--- src/rtl/bus_if_wb.sv ---
// bus_if_wb: MEM-stage bus interface with a posted-write buffer.
// Accesses whose slave index equals SPM_IDX go straight to the scratch-pad.
// All other accesses go to the shared bus. Bus writes are posted into a
// WBUF_DEPTH-entry FIFO. Bus reads wait until that FIFO has drained.
// Optional feature macro: BUS_IF_TIMEOUT_EN. It adds an ACCESS-state timeout
// that aborts the transfer and pulses bus_err.
module bus_if_wb #(
    parameter int ADDR_W      = 30,
    parameter int DATA_W      = 32,
    parameter int IDX_W       = 3,
    parameter int SPM_IDX     = 1,
    parameter int WBUF_DEPTH  = 4,
    parameter int TIMEOUT_CYC = 255
) (
    input  logic                clk,
    input  logic                reset,
    input  logic                stall,
    input  logic                flush,
    output logic                busy,
    output logic                bus_err,
    input  logic [ADDR_W-1:0]   addr,
    input  logic                as_,
    input  logic                rw,
    input  logic [DATA_W/8-1:0] be,
    input  logic [DATA_W-1:0]   wr_data,
    output logic [DATA_W-1:0]   rd_data,
    input  logic [DATA_W-1:0]   spm_rd_data,
    output logic [ADDR_W-1:0]   spm_addr,
    output logic                spm_as_,
    output logic                spm_rw,
    output logic [DATA_W/8-1:0] spm_be,
    output logic [DATA_W-1:0]   spm_wr_data,
    input  logic [DATA_W-1:0]   bus_rd_data,
    input  logic                bus_rdy_,
    input  logic                bus_grnt_,
    output logic                bus_req_,
    output logic [ADDR_W-1:0]   bus_addr,
    output logic                bus_as_,
    output logic                bus_rw,
    output logic [DATA_W/8-1:0] bus_be,
    output logic [DATA_W-1:0]   bus_wr_data
);

    localparam int BE_W  = DATA_W / 8;
    localparam int PTR_W = $clog2(WBUF_DEPTH);
    localparam int CNT_W = PTR_W + 1;
    localparam int ENT_W = ADDR_W + BE_W + DATA_W;

    typedef enum logic [1:0] {IDLE, REQ, ACCESS, STALL} state_t;

    state_t              state_reg;
    logic [DATA_W-1:0]   rd_buf_reg;

    // Write buffer storage and bookkeeping
    logic [ENT_W-1:0]    wbuf_mem [WBUF_DEPTH];
    logic [PTR_W-1:0]    wr_ptr_reg;
    logic [PTR_W-1:0]    rd_ptr_reg;
    logic [CNT_W-1:0]    count_reg;

    logic [IDX_W-1:0]    idx;
    logic                is_spm;
    logic                req_valid;
    logic                bus_wr_req;
    logic                bus_rd_req;
    logic                spm_rd_sel;
    logic                full;
    logic                empty;
    logic                push;
    logic                pop;
    logic                timeout_hit;
    logic                xfer_end;
    logic                rd_done;
    logic                rd_inflight;
    logic [ENT_W-1:0]    head;
    logic [ADDR_W-1:0]   head_addr;
    logic [BE_W-1:0]     head_be;
    logic [DATA_W-1:0]   head_data;

    // Request decode
    assign idx        = addr[ADDR_W-1 -: IDX_W];
    assign is_spm     = (idx == IDX_W'(SPM_IDX));
    assign req_valid  = ~as_ & ~flush;
    assign bus_wr_req = req_valid & ~is_spm & ~rw;
    assign bus_rd_req = req_valid & ~is_spm & rw;
    assign spm_rd_sel = req_valid & is_spm & rw;

    // Buffer status. full is taken from the current count, so a push is
    // refused when the buffer is full even if a pop happens in the same cycle.
    assign full  = (count_reg == CNT_W'(WBUF_DEPTH));
    assign empty = (count_reg == '0);
    assign push  = bus_wr_req & ~stall & ~full;

    // A transfer ends on ready or on an abort
    assign xfer_end    = ~bus_rdy_ | timeout_hit;
    assign pop         = (state_reg == ACCESS) & ~bus_rw & xfer_end;
    assign rd_done     = (state_reg == ACCESS) & bus_rw & xfer_end;
    assign rd_inflight = ((state_reg == ACCESS) & bus_rw) | (state_reg == STALL);

    assign head      = wbuf_mem[rd_ptr_reg];
    assign head_addr = head[ENT_W-1 -: ADDR_W];
    assign head_be   = head[DATA_W +: BE_W];
    assign head_data = head[DATA_W-1:0];

    // The scratch-pad path is combinational and runs in parallel with the bus FSM
    assign spm_addr    = addr;
    assign spm_rw      = rw;
    assign spm_be      = be;
    assign spm_wr_data = wr_data;
    assign spm_as_     = ~(req_valid & is_spm & ~stall & ~rd_inflight);

`ifdef BUS_IF_TIMEOUT_EN
    localparam int TO_W = (TIMEOUT_CYC < 256) ? 8 : 16;
    logic [TO_W-1:0] to_cnt_reg;

    // Count ACCESS cycles without ready. The count restarts on every entry into ACCESS.
    always_ff @(posedge clk) begin
        if (reset) begin
            to_cnt_reg <= '0;
        end else if (state_reg == REQ && !bus_grnt_) begin
            to_cnt_reg <= '0;
        end else if (state_reg == ACCESS && bus_rdy_) begin
            to_cnt_reg <= to_cnt_reg + TO_W'(1);
        end
    end

    assign timeout_hit = (state_reg == ACCESS) & bus_rdy_ &
                         (to_cnt_reg == TO_W'(TIMEOUT_CYC - 1));
`else
    assign timeout_hit = 1'b0;
`endif

    // Buffer storage: written on push and never reset
    always_ff @(posedge clk) begin
        if (push) begin
            wbuf_mem[wr_ptr_reg] <= {addr, be, wr_data};
        end
    end

    // Buffer pointers and occupancy. Pointers wrap at WBUF_DEPTH because it is a power of two.
    always_ff @(posedge clk) begin
        if (reset) begin
            wr_ptr_reg <= '0;
            rd_ptr_reg <= '0;
            count_reg  <= '0;
        end else begin
            if (push) wr_ptr_reg <= wr_ptr_reg + PTR_W'(1);
            if (pop)  rd_ptr_reg <= rd_ptr_reg + PTR_W'(1);
            case ({push, pop})
                2'b10:   count_reg <= count_reg + CNT_W'(1);
                2'b01:   count_reg <= count_reg - CNT_W'(1);
                default: count_reg <= count_reg;
            endcase
        end
    end

    // Bus FSM. Buffered writes have priority over reads. All bus outputs are registered.
    always_ff @(posedge clk) begin
        if (reset) begin
            state_reg   <= IDLE;
            bus_req_    <= 1'b1;
            bus_as_     <= 1'b1;
            bus_rw      <= 1'b1;
            bus_addr    <= '0;
            bus_be      <= '0;
            bus_wr_data <= '0;
            rd_buf_reg  <= '0;
        end else begin
            case (state_reg)
                IDLE: begin
                    if (!empty) begin
                        state_reg   <= REQ;
                        bus_req_    <= 1'b0;
                        bus_addr    <= head_addr;
                        bus_rw      <= 1'b0;
                        bus_be      <= head_be;
                        bus_wr_data <= head_data;
                    end else if (bus_rd_req) begin
                        state_reg   <= REQ;
                        bus_req_    <= 1'b0;
                        bus_addr    <= addr;
                        bus_rw      <= 1'b1;
                        bus_be      <= be;
                        bus_wr_data <= wr_data;
                    end
                end
                REQ: begin
                    if (!bus_grnt_) begin
                        state_reg <= ACCESS;
                        bus_as_   <= 1'b0;
                    end
                end
                ACCESS: begin
                    bus_as_ <= 1'b1;
                    if (xfer_end) begin
                        bus_req_    <= 1'b1;
                        bus_addr    <= '0;
                        bus_be      <= '0;
                        bus_wr_data <= '0;
                        bus_rw      <= 1'b1;
                        if (bus_rw) begin
                            rd_buf_reg <= timeout_hit ? '0 : bus_rd_data;
                            state_reg  <= (stall && !timeout_hit) ? STALL : IDLE;
                        end else begin
                            state_reg <= IDLE;
                        end
                    end
                end
                STALL: begin
                    if (!stall) state_reg <= IDLE;
                end
                default: state_reg <= IDLE;
            endcase
        end
    end

    // Registered one-cycle pulse that follows an aborted access
    always_ff @(posedge clk) begin
        if (reset) bus_err <= 1'b0;
        else       bus_err <= timeout_hit;
    end

    // Read data select: held bus data, live bus data, or scratch-pad data
    always_comb begin
        rd_data = '0;
        if (state_reg == STALL) begin
            rd_data = rd_buf_reg;
        end else if (rd_done) begin
            rd_data = timeout_hit ? '0 : bus_rd_data;
        end else if (spm_rd_sel) begin
            rd_data = spm_rd_data;
        end
    end

    // Stall request. A write stalls only when the buffer is full. A read stalls until its data returns.
    always_comb begin
        busy = 1'b0;
        if (bus_wr_req && full) busy = 1'b1;
        if (bus_rd_req && !rd_done && state_reg != STALL) busy = 1'b1;
    end

endmodule

--- config.mk ---
export PLATFORM = sky130hd
export DESIGN_NAME = bus_if_wb
export DESIGN_NICKNAME = d
export VERILOG_FILES = /design/src/rtl/bus_if_wb.sv
export SDC_FILE = /design/constraint.sdc
export NUM_CORES = 1
export LEC_CHECK = 0
export CAP_MARGIN = 30
export CORE_ASPECT_RATIO = 0.5
export CORE_MARGIN = 5
export CORE_UTILIZATION = 44
export DETAILED_ROUTE_END_ITERATION = 12
export PLACE_DENSITY = 0.7
export SKIP_CTS_REPAIR_TIMING = 1
export SYNTH_ARGS = -nofsm -noshare
export SYNTH_HDL_FRONTEND = slang
export SYNTH_SLANG_ARGS = --single-unit
--- constraint.sdc ---
create_clock -name clk -period 3.4 [get_ports clk]
set_clock_uncertainty 0.1 [all_clocks]
set_input_delay 0.34 -clock clk [delete_from_list [all_inputs] [get_ports clk]]
set_output_delay 0.34 -clock clk [all_outputs]
set_load 0.03 [all_outputs]
==> results by group <==
STA
  • Final cycle utilization of the critical path: 0.922
  • Final min period: between 3 and 4 ns
  • Fmax: about 320 MHz
  • Setup slack after layout: roughly 0.27 ns
  • Fin Setup TNS: 0 ns
  • # setup viols final: 0
  • Final hold violations: 0
  • Max-Slew Margin vs Limit: 0.361
  • Worst-Margin Slew: around 0.96 ns
  • Max-slew violations: 0
  • RSZ-0062 raised after global routing: false

Routing
  • Routed WL per cell: just over 20 microns
  • Pre-antenna DRT Iters: 5
  • DRT met1 WL: between 10000 and 15000 microns
  • Via count: about 9200
  • Vias per inst: around 5.3
  • Antenna Nets Post-Route: 0
  • Met3 wire len: approximately 1500 microns
  • Iter 0 DRT Violations: about 560
  • Routed Wire Length: between 30000 and 40000 microns
  • Highest metal used: met4
  • Met2 WL: 18600 microns
  • DRC: 0

Floorplan
  • Std cell rows: 48
  • Chip height: 142 microns
  • Initial Util: 0.444
  • Area of the core: between 30000 and 40000 sq um
  • Die width: about 270 microns
  • Overall die area: ~39000 sq um
  • # IOs: 309

Place
  • Dpl ws: around 0.28 ns
  • Placed cell count: about 1700
  • Detailed placement HPWL: roughly 22000 microns
  • Routability-driven placement congestion ratio: around 0.80
  • Port bufs: ~310

Synth
  • Mapped cell area: around 15000 sq um
  • Average cell area after synthesis: about 15 sq um
  • Flops & latches, synth: around 380
  • Number of flops mapped to enable cells by yosys: 264
  • Ys flop type: edfxtp_1
  • Synth area leaders: edfxtp_1 52%, dfxtp_1 15%, mux4_2 9.7%, o2bb2ai_1 3.8%, buf_4 3.7%
  • Most common cell in the netlist: edfxtp_1
  • Library cells used by synthesis: 45
  • Post-synthesis sequential area ratio: 0.667
  • Cells after Synth: 1013
  • Simple-gate share of the synthesized area: 0.0435
  • Post-synthesis compound-gate area fraction: 0.0989
  • Syn nets: about 1200
  • Largest family of logic cells by synthesized area: multiplexers
  • Synth async-reset ratio: 0
  • Yosys top cell by area: edfxtp_1
  • Post-synthesis mux area share: 0.122
  • Top cells by count, synth: 264 x edfxtp_1, 112 x dfxtp_1, 104 x nand2_1, 75 x buf_4
  • Adder-Cell Fraction of Synth Area: 0.00541
  • Ys Warns: 0
  • Top cell type's share of synthesized area: 0.520
  • Xor-xnor portion of the synthesized cell area: 0.00287

Pwr
  • Leak: 6.58 nW
  • PD cells: 517 nW/um^2
  • Max VDD drop: 0.272 mV
  • Post-layout total power: about 10 mW

Final layout
  • Final Util: 0.570
  • Layout cells sized above 1: 0.147
  • Post-Layout Cell Count: around 1800
  • Max FFs per register: 264
  • Number of fill cells in the layout: ~2700
  • Register Area: 10200 sq um
  • Multi-input logic area: 4190 sq um
  • Final #Nets: roughly 1400
  • Area grow syn2layout: 28.3%
  • # diodes: 0

Clock tree
  • Max clock buf depth: 3
  • CTS tree: yes
  • Clock sinks: 376
  • Root Driver: clkbuf_16
  • TritonCTS Buffers: 35
  • CTS H-tree depth: 2
  • Clk Latency, worst-skew pair: 0.52 ns
  • Reg clk slew, reported paths: around 0.070 ns

Global routing
  • Vias in the first global route: 9770
  • Largest net degree at the start of global routing: 67
  • GRT Util Overall: 0.180
  • First-pass GRT wire length: 55100 microns
  • Antenna violations before repair: 0
  • Total global routing overflow: 0

Worst setup path
  • Crit-path max FO: 32
  • CP Class: in -> out
  • Max stage delay on crit path: between 0.7 and 0.8 ns
  • Critical Path RT: 2.96 ns
  • CP arrival: about 2.7 ns
  • Nature of the critical path startpoint: primary input
  • Reg2Reg Depth: 10
  • Worst setup EP type: output pin
  • Worst-path cell chain: clkdlybuf4s50_1 -> or3b_4 -> and4bb_2 -> a21boi_0 -> o21ai_0 -> buf_4
  • CP max stage cell: and4bb_2

Outcome
  • Status: complete, no violations

Min path
  • Hold Path Depth: 3
  • Hold Path Class: in -> reg

Flow run
  • Max Cap Viol: 0
-- per-layer routing --
layer	vias up	track usage
met5	-	0
met4	0	0.0459
met3	48	0.0306
met2	230	0.326
met1	4704	0.227
li1	4261	-
-- final timing paths --
path                                       from              to  slack, ns
worst max-delay path                   addr[28]     rd_data[23]       0.27
worst min-delay path            bus_rd_data[28]  rd_buf_reg[28]       0.28
worst max register to register     count_reg[2]    count_reg[2]       0.86
worst min register to register    rd_buf_reg[7]   rd_buf_reg[7]       0.36
-- worst max-delay path, delay by kind of cell --
family	cells	cell delay (ns)
AND/OR/NAND/NOR	2	1.18
buffers and inverters	2	0.71
AO/OA/AOI/OAI	2	0.43
-- cell families after synthesis --
logic type	Yosys count
flip-flops	376
AO/OA/AOI/OAI	209
buffers and inverters	166
AND/OR/NAND/NOR	147
multiplexers	103
adder cells (fa/ha/maj)	6
XOR/XNOR	5
other	1
-- cells in the final DEF (no fill, tap or decap), types with 2 or more instances in the layout --
| cell | n |
|---|---|
| clkdlybuf4s50_1 | 274 |
| edfxtp_1 | 264 |
| dfxtp_1 | 110 |
| nand2_1 | 104 |
| mux4_2 | 66 |
| o2bb2ai_1 | 66 |
| buf_4 | 44 |
| inv_1 | 37 |
| o21ai_0 | 37 |
| mux2i_1 | 37 |
| clkbuf_16 | 37 |
| a21oi_1 | 36 |
| a21boi_0 | 32 |
| o22a_1 | 30 |
| nor2_1 | 17 |
| buf_12 | 11 |
| clkinv_1 | 7 |
| clkbuf_1 | 7 |
| ha_1 | 5 |
| and2_4 | 4 |
| nor3_1 | 3 |
| xor2_1 | 3 |
| clkbuf_8 | 3 |
| bufinv_16 | 3 |
| nor2b_1 | 2 |
| or3_1 | 2 |
| xnor2_1 | 2 |
| clkinv_2 | 2 |
-- power breakdown --
| group | total, mW | switching [mW] | internal, mW |
|---|---|---|---|
| Clock | 3.91 | 1.63 | 2.28 |
| Sequential | 5.07 | 0.0674 | 5.01 |
| Combinational | 1.13 | 0.622 | 0.505 |
| Total | 10.1 | 2.32 | 7.79 |
-- layout make-up --
cell class | instances | share of cell area
Sequential cell | 376 | 0.520
Multi-Input combinational cell | 471 | 0.214
Timing Repair Buffer | 331 | 0.170
Clock buffer | 47 | 0.0508
Tap cell | 475 | 0.0304
Clock inverter | 15 | 0.00755
Inverter | 37 | 0.00710
-- stage by stage --
stage | hold WS, ns | area (sq um)
detailed placement | 0.347 | 18400
CTS | 0.257 | 19600
global route | 0.276 | 19600
floorplan | 0.337 | 15300
global placement | 0.344 | 18400
finish | 0.284 | 19600
Note: power is estimated with default switching activity, not from simulation.
